## src/rtl/keypad_scan_ctrl.sv

```systemverilog
// Paced 4x4 keypad scanner: one column strobed per dwell period, whole-scan
// debounce with ghost rejection, and a small press-event FIFO toward the consumer.
module keypad_scan_ctrl #(
   parameter int SCAN_DIV       = 1000,
   parameter int DEBOUNCE_SCANS = 4,
   parameter int FIFO_DEPTH     = 4
) (
   input  logic       clk,
   input  logic       rst,
   input  logic [3:0] row,
   output logic [3:0] col,
   output logic       key_valid,
   output logic [3:0] key_code,
   input  logic       key_ack,
   output logic       key_held,
   output logic       overflow
);

   localparam int DIV_W = (SCAN_DIV > 1) ? $clog2(SCAN_DIV) : 1;
   localparam int PTR_W = (FIFO_DEPTH > 1) ? $clog2(FIFO_DEPTH) : 1;
   localparam logic [DIV_W-1:0] DWELL_LAST = DIV_W'(SCAN_DIV - 1);
   localparam logic [3:0]       DEB_MAX    = 4'(DEBOUNCE_SCANS);
   localparam logic [PTR_W:0]   FIFO_FULL  = (PTR_W + 1)'(FIFO_DEPTH);

   typedef enum logic [3:0] {
      C1 = 4'b0111,
      C2 = 4'b1011,
      C3 = 4'b1101,
      C4 = 4'b1110
   } col_state_t;

   col_state_t       state;
   col_state_t       state_next;
   logic             state_legal;
   logic [DIV_W-1:0] dwell;
   logic             last_dwell;
   logic             sample;
   logic             scan_end;
   logic [1:0]       col_idx;

   logic             row_hit;
   logic             row_multi;
   logic [1:0]       row_idx;

   // Per-scan accumulation: hit count saturates at 2, meaning "more than one key".
   logic [1:0]       scan_hits;
   logic [3:0]       scan_code;
   logic [1:0]       hits_now;
   logic [3:0]       code_now;

   logic             cand_key;
   logic [3:0]       cand_code;
   logic [3:0]       deb_cnt;
   logic             acc_key;
   logic [3:0]       acc_code;
   logic             cand_key_next;
   logic [3:0]       cand_code_next;
   logic [3:0]       deb_cnt_next;
   logic             acc_key_next;
   logic [3:0]       acc_code_next;
   logic             res_key;
   logic [3:0]       res_code;
   logic             push;

   logic [3:0]       mem [FIFO_DEPTH];
   logic [PTR_W-1:0] wr_ptr;
   logic [PTR_W-1:0] rd_ptr;
   logic [PTR_W:0]   fill;
   logic             full;
   logic             pop;
   logic             do_push;

   assign col        = state;
   assign last_dwell = (dwell == DWELL_LAST);
   assign sample     = last_dwell && state_legal;
   assign scan_end   = sample && (state == C4);

   always_comb begin
      state_next  = state;
      state_legal = 1'b1;
      col_idx     = 2'd0;
      case (state)
         C1: begin col_idx = 2'd0; if (last_dwell) state_next = C2; end
         C2: begin col_idx = 2'd1; if (last_dwell) state_next = C3; end
         C3: begin col_idx = 2'd2; if (last_dwell) state_next = C4; end
         C4: begin col_idx = 2'd3; if (last_dwell) state_next = C1; end
         default: begin
            state_next  = C1;
            state_legal = 1'b0;
         end
      endcase
   end

   always_ff @(posedge clk or negedge rst) begin
      if (!rst) begin
         state <= C1;
         dwell <= '0;
      end else begin
         state <= state_next;
         dwell <= (last_dwell || !state_legal) ? '0 : dwell + 1'b1;
      end
   end

   always_comb begin
      row_hit   = 1'b0;
      row_multi = 1'b0;
      row_idx   = 2'd0;
      case (row)
         4'b1111: row_hit = 1'b0;
         4'b0111: begin row_hit = 1'b1; row_idx = 2'd0; end
         4'b1011: begin row_hit = 1'b1; row_idx = 2'd1; end
         4'b1101: begin row_hit = 1'b1; row_idx = 2'd2; end
         4'b1110: begin row_hit = 1'b1; row_idx = 2'd3; end
         default: row_multi = 1'b1;
      endcase
   end

   always_comb begin
      hits_now = scan_hits;
      code_now = scan_code;
      if (row_multi) begin
         hits_now = 2'd2;
      end else if (row_hit) begin
         if (scan_hits == 2'd0) begin
            hits_now = 2'd1;
            code_now = {row_idx, col_idx};
         end else begin
            hits_now = 2'd2;
         end
      end
   end

   // An illegal column state restarts the scan so a partial result never leaks through.
   always_ff @(posedge clk or negedge rst) begin
      if (!rst) begin
         scan_hits <= 2'd0;
         scan_code <= 4'd0;
      end else if (!state_legal || scan_end) begin
         scan_hits <= 2'd0;
         scan_code <= 4'd0;
      end else if (sample) begin
         scan_hits <= hits_now;
         scan_code <= code_now;
      end
   end

   // NONE is carried as key=0 with code 0 so candidate/accepted compare as plain vectors.
   always_comb begin
      cand_key_next  = cand_key;
      cand_code_next = cand_code;
      deb_cnt_next   = deb_cnt;
      acc_key_next   = acc_key;
      acc_code_next  = acc_code;
      res_key        = (hits_now == 2'd1);
      res_code       = (hits_now == 2'd1) ? code_now : 4'd0;
      push           = 1'b0;
      if (scan_end && hits_now != 2'd2) begin
         if (res_key == cand_key && res_code == cand_code) begin
            if (deb_cnt < DEB_MAX) deb_cnt_next = deb_cnt + 1'b1;
         end else begin
            cand_key_next  = res_key;
            cand_code_next = res_code;
            deb_cnt_next   = 4'd1;
         end
         if (deb_cnt_next == DEB_MAX &&
             (cand_key_next != acc_key || cand_code_next != acc_code)) begin
            acc_key_next  = cand_key_next;
            acc_code_next = cand_code_next;
            push          = cand_key_next;
         end
      end
   end

   always_ff @(posedge clk or negedge rst) begin
      if (!rst) begin
         cand_key  <= 1'b0;
         cand_code <= 4'd0;
         deb_cnt   <= 4'd0;
         acc_key   <= 1'b0;
         acc_code  <= 4'd0;
      end else begin
         cand_key  <= cand_key_next;
         cand_code <= cand_code_next;
         deb_cnt   <= deb_cnt_next;
         acc_key   <= acc_key_next;
         acc_code  <= acc_code_next;
      end
   end

   assign key_held  = acc_key;
   assign full      = (fill == FIFO_FULL);
   assign key_valid = (fill != '0);
   assign pop       = key_valid && key_ack;
   assign do_push   = push && (!full || pop);
   assign key_code  = key_valid ? mem[rd_ptr] : 4'd0;

   always_ff @(posedge clk) begin
      if (do_push) mem[wr_ptr] <= acc_code_next;
   end

   // A full FIFO still accepts a push when the head leaves in the same cycle.
   always_ff @(posedge clk or negedge rst) begin
      if (!rst) begin
         wr_ptr   <= '0;
         rd_ptr   <= '0;
         fill     <= '0;
         overflow <= 1'b0;
      end else begin
         if (do_push) wr_ptr <= wr_ptr + 1'b1;
         if (pop)     rd_ptr <= rd_ptr + 1'b1;
         case ({do_push, pop})
            2'b10:   fill <= fill + 1'b1;
            2'b01:   fill <= fill - 1'b1;
            default: fill <= fill;
         endcase
         if (push && full && !pop) overflow <= 1'b1;
      end
   end

endmodule
```

## config.mk

```make
export PLATFORM = sky130hd
export DESIGN_NAME = keypad_scan_ctrl
export DESIGN_NICKNAME = d
export VERILOG_FILES = /design/src/rtl/keypad_scan_ctrl.sv
export SDC_FILE = /design/constraint.sdc
export NUM_CORES = 1
export LEC_CHECK = 0
export BUFFER_PORTS_ARGS = -buffer_cell sky130_fd_sc_hd__buf_2
export CORE_AREA = 2 2 99 101
export CTS_CLUSTER_DIAMETER = 50
export CTS_CLUSTER_SIZE = 30
export DETAILED_ROUTE_END_ITERATION = 8
export DIE_AREA = 0 0 101 103
export MAX_ROUTING_LAYER = met4
export PLACE_DENSITY = 0.59
export SYNTH_ARGS = -nofsm -noshare
export SYNTH_HDL_FRONTEND = slang
export SYNTH_SLANG_ARGS = --single-unit
```

## constraint.sdc

```tcl
create_clock -name clk -period 6.9 [get_ports clk]
set_clock_uncertainty 0.2 [all_clocks]
set_input_delay 0 -clock clk [delete_from_list [all_inputs] [get_ports clk]]
set_output_delay 0 -clock clk [all_outputs]
set_load 0.02 [all_outputs]
```

# Yosys cells after proc, flatten, opt, wreduce, memory -nomap -nowiden
# Memories as Yosys holds them, arrays and structs flattened.
# Cells that the tools add are included.
[totals] reg_bits=42 ram_bits=16 input_bits=7 out_inout_bits=11 elab_cells=106 n_memories=1
[memory_table] memory="mem" depth=4 word_bits=4 read_ports=1 rd_clocked_by_memory_dff=0 write_ports=1 line="65" source="logic [3:0] mem [FIFO_DEPTH];"
[op_classes] n_addsub=6 n_lt_le_gt_ge=1 n_eq_ne=24 muxes=36 n_reduce_logical=25
[op_table] cell="4-bit two-way mux" n=18
[op_table] cell="4-bit equality test (second input constant)" n=7
[op_table] cell="4-bit case mux with 4 select lines" n=1
[op_table] cell="4-bit by 3-bit equality test with 1-bit output (second input constant)" n=3
[op_table] cell="2-bit case mux with 3 select lines" n=2
[op_table] cell="10-bit by 1-bit adder with 10-bit output (second input constant)" n=1
[op_table] cell="10-bit equality test (second input constant)" n=1
[op_table] cell="10-bit two-way mux" n=1
[op_table] cell="2-bit two-way mux" n=5
[op_table] cell="2-bit != test (second input constant)" n=5
[op_table] cell="1-bit logical AND" n=9
[op_table] cell="1-bit two-way mux" n=8
[op_table] cell="4-bit OR reduction" n=2
[op_table] cell="3-bit case mux with 2 select lines" n=1
[op_table] cell="5-bit OR reduction" n=1
[op_table] cell="2-bit by 1-bit adder with 2-bit output (second input constant)" n=2
[op_table] cell="4-bit by 1-bit adder with 4-bit output (second input constant)" n=1
[op_table] cell="2-bit by 1-bit equality test with 1-bit output (second input constant)" n=2
[op_table] cell="4-bit equality test" n=1
[op_table] cell="1-bit logical OR" n=4
[op_table] cell="4-bit by 3-bit less-than comparator with 1-bit output (second input constant)" n=1
[op_table] cell="4-bit != test" n=1
[op_table] cell="4-bit AND reduction" n=1
[op_table] cell="2-bit nonzero test" n=2
[op_table] cell="other kinds (10)" n=12

# Longest topological paths before layout
[logic_depth] ltp_word=19 ltp_mapped=15 mapped_depth_nobuf=14

# Worst setup path after synthesis
# OpenSTA, ideal clock, no wires.
[synth_path] kind="reg-to-reg" start="reg state[2] (netlist: col[2])" end="reg fill[1]" setup_time_ps=122 arrival_ps=3452 required_time_ps=6578 setup_slack_ps=3126 path_stages_with_launch=14 n_path_buf=2 period_less_slack_ps=3774 path_cell_list="dfstp_2 -> buf_2 -> and2_1 -> clkbuf_1 -> and4b_1 -> o221ai_2 -> or3_1 -> a31o_4 -> nor2_8 -> nor2_1 -> fa_1 -> or2_2 -> mux2_1 -> o2111a_1"
[synth_between] elab_chain_cells=18 word_cells_on_any_way=34 cone_classes="eq/ne (10); mux (15); reduce/logical (9)"
[synth_lines] element="start: declaration" line="32" source="col_state_t state;"
[synth_lines] element="start signal: assignment" line="99" source="state <= state_next;"
[synth_lines] element="4-bit equality test (on tied branches)" line="76, 82"
[synth_lines] element="2-bit case mux with 3 select lines" line="82" source="case (state)"
[synth_lines] element="4-bit two-way mux" line="124" source="if (scan_hits == 2'd0) begin"
[synth_lines] element="4-bit two-way mux" line="123" source="end else if (row_hit) begin"
[synth_lines] element="4-bit two-way mux" line="121" source="if (row_multi) begin"
[synth_lines] element="4-bit two-way mux" line="155" source="res_code = (hits_now == 2'd1) ? code_now : 4'd0;"
[synth_lines] element="4-bit equality test" line="158" source="if (res_key == cand_key && res_code == cand_code) begin"
[synth_lines] element="1-bit logical AND" line="158"
[synth_lines] element="(+2 left out)"
[synth_lines] element="4-bit != test / 1-bit != test (equally long branches)" line="166" source="(cand_key_next != acc_key || cand_code_next != acc_code)) begin"
[synth_lines] element="1-bit logical OR" line="166"
[synth_lines] element="1-bit logical AND" line="165" source="if (deb_cnt_next == DEB_MAX &&"
[synth_lines] element="1-bit two-way mux" line="165"
[synth_lines] element="1-bit two-way mux (*)" line="157" source="if (scan_end && hits_now != 2'd2) begin"
[synth_lines] element="1-bit logical AND (*)" line="194" source="assign do_push = push && (!full || pop);"
[synth_lines] element="2-bit by 1-bit equality test with 1-bit output / 2-bit equality test (equally long branches)" line="211" source="case ({do_push, pop})"
[synth_lines] element="3-bit case mux with 2 select lines / 2-bit nonzero test (equally long branches)"
[synth_lines] element="end signal: assignment" line="212" source="2'b10: fill <= fill + 1'b1;"
[synth_lines] element="end signal: assignment" line="213" source="2'b01: fill <= fill - 1'b1;"
[synth_lines] element="end signal: assignment" line="214" source="default: fill <= fill;"
[synth_lines] element="end: declaration" line="68" source="logic [PTR_W:0] fill;"
# Mark *: on every way between the ends. The rest lies on a longest branch, timed or not. The select of a mux whose other input is x is not followed.
# A chain may end at the register's enable or synchronous reset.

# Worst setup path after layout
[layout_path] start="reg scan_hits[0]" end="reg fill[1]"
[layout_between] elab_chain_cells=18 word_cells_on_any_way=32 cone_classes="eq/ne (9); mux (16); reduce/logical (7)"
[layout_lines] element="start: declaration" line="46" source="logic [1:0] scan_hits;"
[layout_lines] element="start signal: assignment" line="142" source="scan_hits <= hits_now;"
[layout_lines] element="2-bit zero test" line="124"
[layout_lines] element="2-bit two-way mux" line="124"
[layout_lines] element="2-bit two-way mux" line="123"
[layout_lines] element="2-bit two-way mux" line="121"
[layout_lines] element="2-bit by 1-bit equality test with 1-bit output" line="154, 155"
[layout_lines] element="4-bit two-way mux" line="155"
[layout_lines] element="4-bit equality test" line="158"
[layout_lines] element="1-bit logical AND" line="158"
[layout_lines] element="(+2 left out)"
[layout_lines] element="4-bit != test / 1-bit != test (equally long branches)" line="166"
[layout_lines] element="1-bit logical OR" line="166"
[layout_lines] element="1-bit logical AND" line="165"
[layout_lines] element="1-bit two-way mux" line="165"
[layout_lines] element="1-bit two-way mux (*)" line="157"
[layout_lines] element="1-bit logical AND (*)" line="194"
[layout_lines] element="2-bit by 1-bit equality test with 1-bit output / 2-bit equality test (equally long branches)" line="211"
[layout_lines] element="3-bit case mux with 2 select lines / 2-bit nonzero test (equally long branches)"
# Marks and branches as above.

==> summary.txt <==
Detailed routing
  • Routed WL: approximately 7.2 mm
  • Post-DR vias/cell: approximately 5.4
  • Mean routed wirelength per cell: 15.1 um
  • DR DRC count: 0
  • Initial DRC count: between 100 and 150
  • Routed via count: 2592
  • Drt pass-1 iters: 4
  • Final ANT Viol Nets: 0

Yosys
  • Post-synth EDFFs: 16
  • Ys flop type: dfrtp_1
  • Syn_nets: 357
  • Syn Area/Cell: around 10 um2
  • Synthesis Warnings: 0
  • Synth Cell Area: roughly 3500 um2
  • Synth unique cells: around 70
  • #FFs+latches synth: slightly below 60
  • Syn Inst Count: roughly 340
  • FFs w/ async S/R, synth: between 70 and 80%
  • Seq/Total Area, Yosys: approximately 44%

Cells and area
  • Nets@finish: ~370
  • Share of cells above drive strength 1: approximately 16%
  • Ant. Diodes: 0
  • Number of fill cells: approximately 940
  • Final non-filler cell total: 479
  • Area delta synth->final: 12.5%

Power
  • Clock power frac: 38.3%
  • Cell Int Power: between 600 and 700 uW
  • Maximum vdd ir drop: roughly 0.00012 V
  • Power, Total: between 900 and 1000 uW
  • Switching part of the total power: approximately 30%
  • Lkg Pwr: roughly 0.0016 uW
  • Switch Pwr: around 280 uW
  • Combinational share of power: between 10% and 20%
  • Flop pwr share: a little over two fifths
  • Pwr dens: approximately 240 nW/um2

Placed design
  • # placed instances: 456
  • HPWL after DPL: 4.93 mm
  • Port Buffers: 17
  • Routability cong.: 0.793

CTS
  • Hold_buf cts: 7
  • H-Tree Depth: 3
  • Post-CTS setup buffer count: 0
  • Clk buf depth: 2
  • Clock Root Buffer: clkbuf_8
  • Sink Count: 58
  • Cts bufs inserted: 9
  • CTS tree: built
  • Skew-Pair Late Insertion Delay: 0.35 ns
  • Clk slew on worst S/H paths: approximately 0.080 ns
  • PostCTS Resize Cnt: 0

Global routing
  • All-Layer GR Usage: around 16%
  • Global-route met2 utilization: 25.0%
  • Vias in the first global route: approximately 2500
  • Initial antenna violation count: 0
  • Global routing usage on met3: under 10%
  • Pin count of the biggest net entering global routing: between 40 and 50
  • Grt total ovfl: 0
  • Met1 usage: a little under 20%
  • GRT busiest layer: met2
  • First-pass GRT wire length: 12.3 mm

STA
  • Final setup fails: 0
  • Tcrit/Tclk final: 57.5%
  • Final Hold Viols: 0
  • Setup TNS: 0 ns
  • Worst Tran Pin Value: 0.953 ns
  • Slew Viols, Final: 0
  • Minimum clock period: 3.97 ns
  • Unrepaired setup endpoints after global routing: no
  • FMAX: roughly 250 MHz
  • Rel. slew slack: between 30% and 40%

Floorplanning
  • Starting density of the core: 36.5%
  • Core box area: roughly 9500 um2
  • DIE AREA: approximately 10000 um2
  • FP Rows: 36
  • Io pins: 18
  • DIE HEIGHT: just over 100 um
  • Die X: approximately 100 um

Critical path
  • Setup crit start kind: flip-flop
  • Worst EP arrival: around 4 ns
  • CP endpoint kind: flip-flop
  • Req. time, crit path: roughly 7 ns
  • Critical path peak fanout: 11
  • Critical path class: reg2reg

Status
  • Outcome: complete, no violations

Job
  • Total of max-cap violations: 0

Min path
  • HP Class: in2async
==> layout make-up <==
cell class,instances,area (um2),share of cell area [%]
flip-flops and latches,58,1540,39.5
well taps,114,143,3.67
repair buffers,24,155,3.99
clock inverters,7,101,2.61
clock buffers,9,124,3.19
multi-input cells,258,1800,46.2
inverters,9,33.8,0.869
==> power groups by stage <==
stage	clock, uW	sequential (uW)	combinational, uW
global placement	0	404	175
finish	357	398	179
detailed placement	0	404	177
CTS	367	397	181
floorplan	0	389	145
global route	384	403	199
==> sequential cells by signal (all words and copies together) (netlist names), 3 cells and up <==
signal     flops
acc_code       4
cand_code      4
col            4
deb_cnt        4
dwell         10
fill           3
mem           16
scan_code      4
==> worst max-delay path, cell delays in order (launching register included) <==
cell and delay [ns]:
dfrtp_1 0.48, or2_1 0.40, or3_1 0.48, nand2_1 0.25, nand2b_1 0.15, xnor2_1 0.18
a31o_4 0.30, nor2_8 0.16, nor2_1 0.08, fa_1 0.46, or2_2 0.30, mux2_1 0.29
o2111a_1 0.13
==> stage by stage <==
step	hold WS, ns	area (um2)	setup slack, ns	utilization [%]
after detailed placement	0.0261	3590	2.96	38.0
after floorplan	-0.496	3460	3.13	-
after global routing	0.190	3890	2.69	41.1
final	0.132	3890	2.93	41.1
after CTS	0.140	3890	2.94	41.1
after global placement	0.0173	3590	3.03	38.0
==> placed cells by master, fill, tap and decap left out, types with 6 or more instances in the layout <==
master,Yosys,layout
a21oi_1,7,7
and2_1,10,10
and3_1,10,10
buf_2,6,17
clkbuf_8,0,9
dfrtp_1,39,39
dlygate4sd3_1,0,7
edfxtp_1,16,16
ha_1,6,6
inv_1,9,9
nand2_1,34,34
nand2b_1,7,7
nand3_1,10,10
nor2_1,28,28
o211ai_1,8,8
o21ai_0,24,24
xnor2_1,16,16
xor2_1,7,7
==> cells by family after synthesis <==
logic type / after synthesis / share of synthesized area (%)
multiplexers: 10 / 4.49
XOR/XNOR: 23 / 5.83
flip-flops: 58 / 44.4
adder cells (fa/ha/maj): 7 / 2.75
buffers and inverters: 27 / 3.58
AO/OA/AOI/OAI: 78 / 16.1
AND/OR/NAND/NOR: 140 / 22.8
==> metal layers <==
metal  routed length [um]  share of wire, %
met5                    0                 0
met4                   47              0.65
met3                  238               3.3
met2                 3480                48
met1                 3460                48
==> synthesized netlist by cell type, types with 2 or more instances <==
| master | count | share of area (%) |
|---|---|---|
| nand4b_1 | 3 | 0.76 |
| dfstp_2 | 3 | 2.3 |
| xor2_1 | 7 | 1.8 |
| o211ai_1 | 8 | 1.7 |
| xnor2_1 | 16 | 4.1 |
| edfxtp_1 | 16 | 14 |
| and2_1 | 10 | 1.8 |
| nor3b_1 | 3 | 0.65 |
| buf_2 | 6 | 0.87 |
| ha_1 | 6 | 2.2 |
| and3b_1 | 2 | 0.51 |
| nand2_1 | 34 | 3.7 |
| and3_1 | 10 | 1.8 |
| buf_4 | 2 | 0.43 |
| a21oi_1 | 7 | 1.0 |
| nand4_1 | 3 | 0.54 |
| a31oi_1 | 4 | 0.72 |
| nand2b_1 | 7 | 1.3 |
| o31ai_1 | 4 | 0.87 |
| o21ai_1 | 3 | 0.43 |
| dfrtp_1 | 39 | 28 |
| and4b_1 | 2 | 0.58 |
| nor3_1 | 3 | 0.43 |
| a31o_2 | 2 | 0.51 |
| clkbuf_1 | 9 | 0.98 |
| a22o_1 | 2 | 0.51 |
| mux4_2 | 4 | 2.6 |
| or3_1 | 4 | 0.72 |
| o21bai_1 | 2 | 0.43 |
| o22a_1 | 3 | 0.76 |
| nor2_1 | 28 | 3.0 |
| mux2i_1 | 2 | 0.58 |
| o32a_1 | 3 | 0.87 |
| mux2_2 | 3 | 0.98 |
| or2_2 | 3 | 0.54 |
| nand3_1 | 10 | 1.4 |
| o21ai_0 | 24 | 3.5 |
| inv_1 | 9 | 0.98 |
| nor2b_1 | 4 | 0.72 |
==> worst paths after layout <==
| path | end | slack, ns | cells after the start | start |
|---|---|---|---|---|
| worst min register to register | overflow | 0.28 | 1 | overflow |
| max in group asynchronous | scan_code[1] | 5.75 | 2 | rst |
| worst min-delay path | deb_cnt[0] | 0.13 | 2 | rst |
| min in group clk | scan_hits[0] | 0.17 | 5 | row[3] |
| worst max register to register | fill[1] | 2.93 | 12 | scan_hits[0] |
| worst max-delay path | fill[1] | 2.93 | 12 | scan_hits[0] |
No activity file was read; power rests on OpenSTA's default activity.
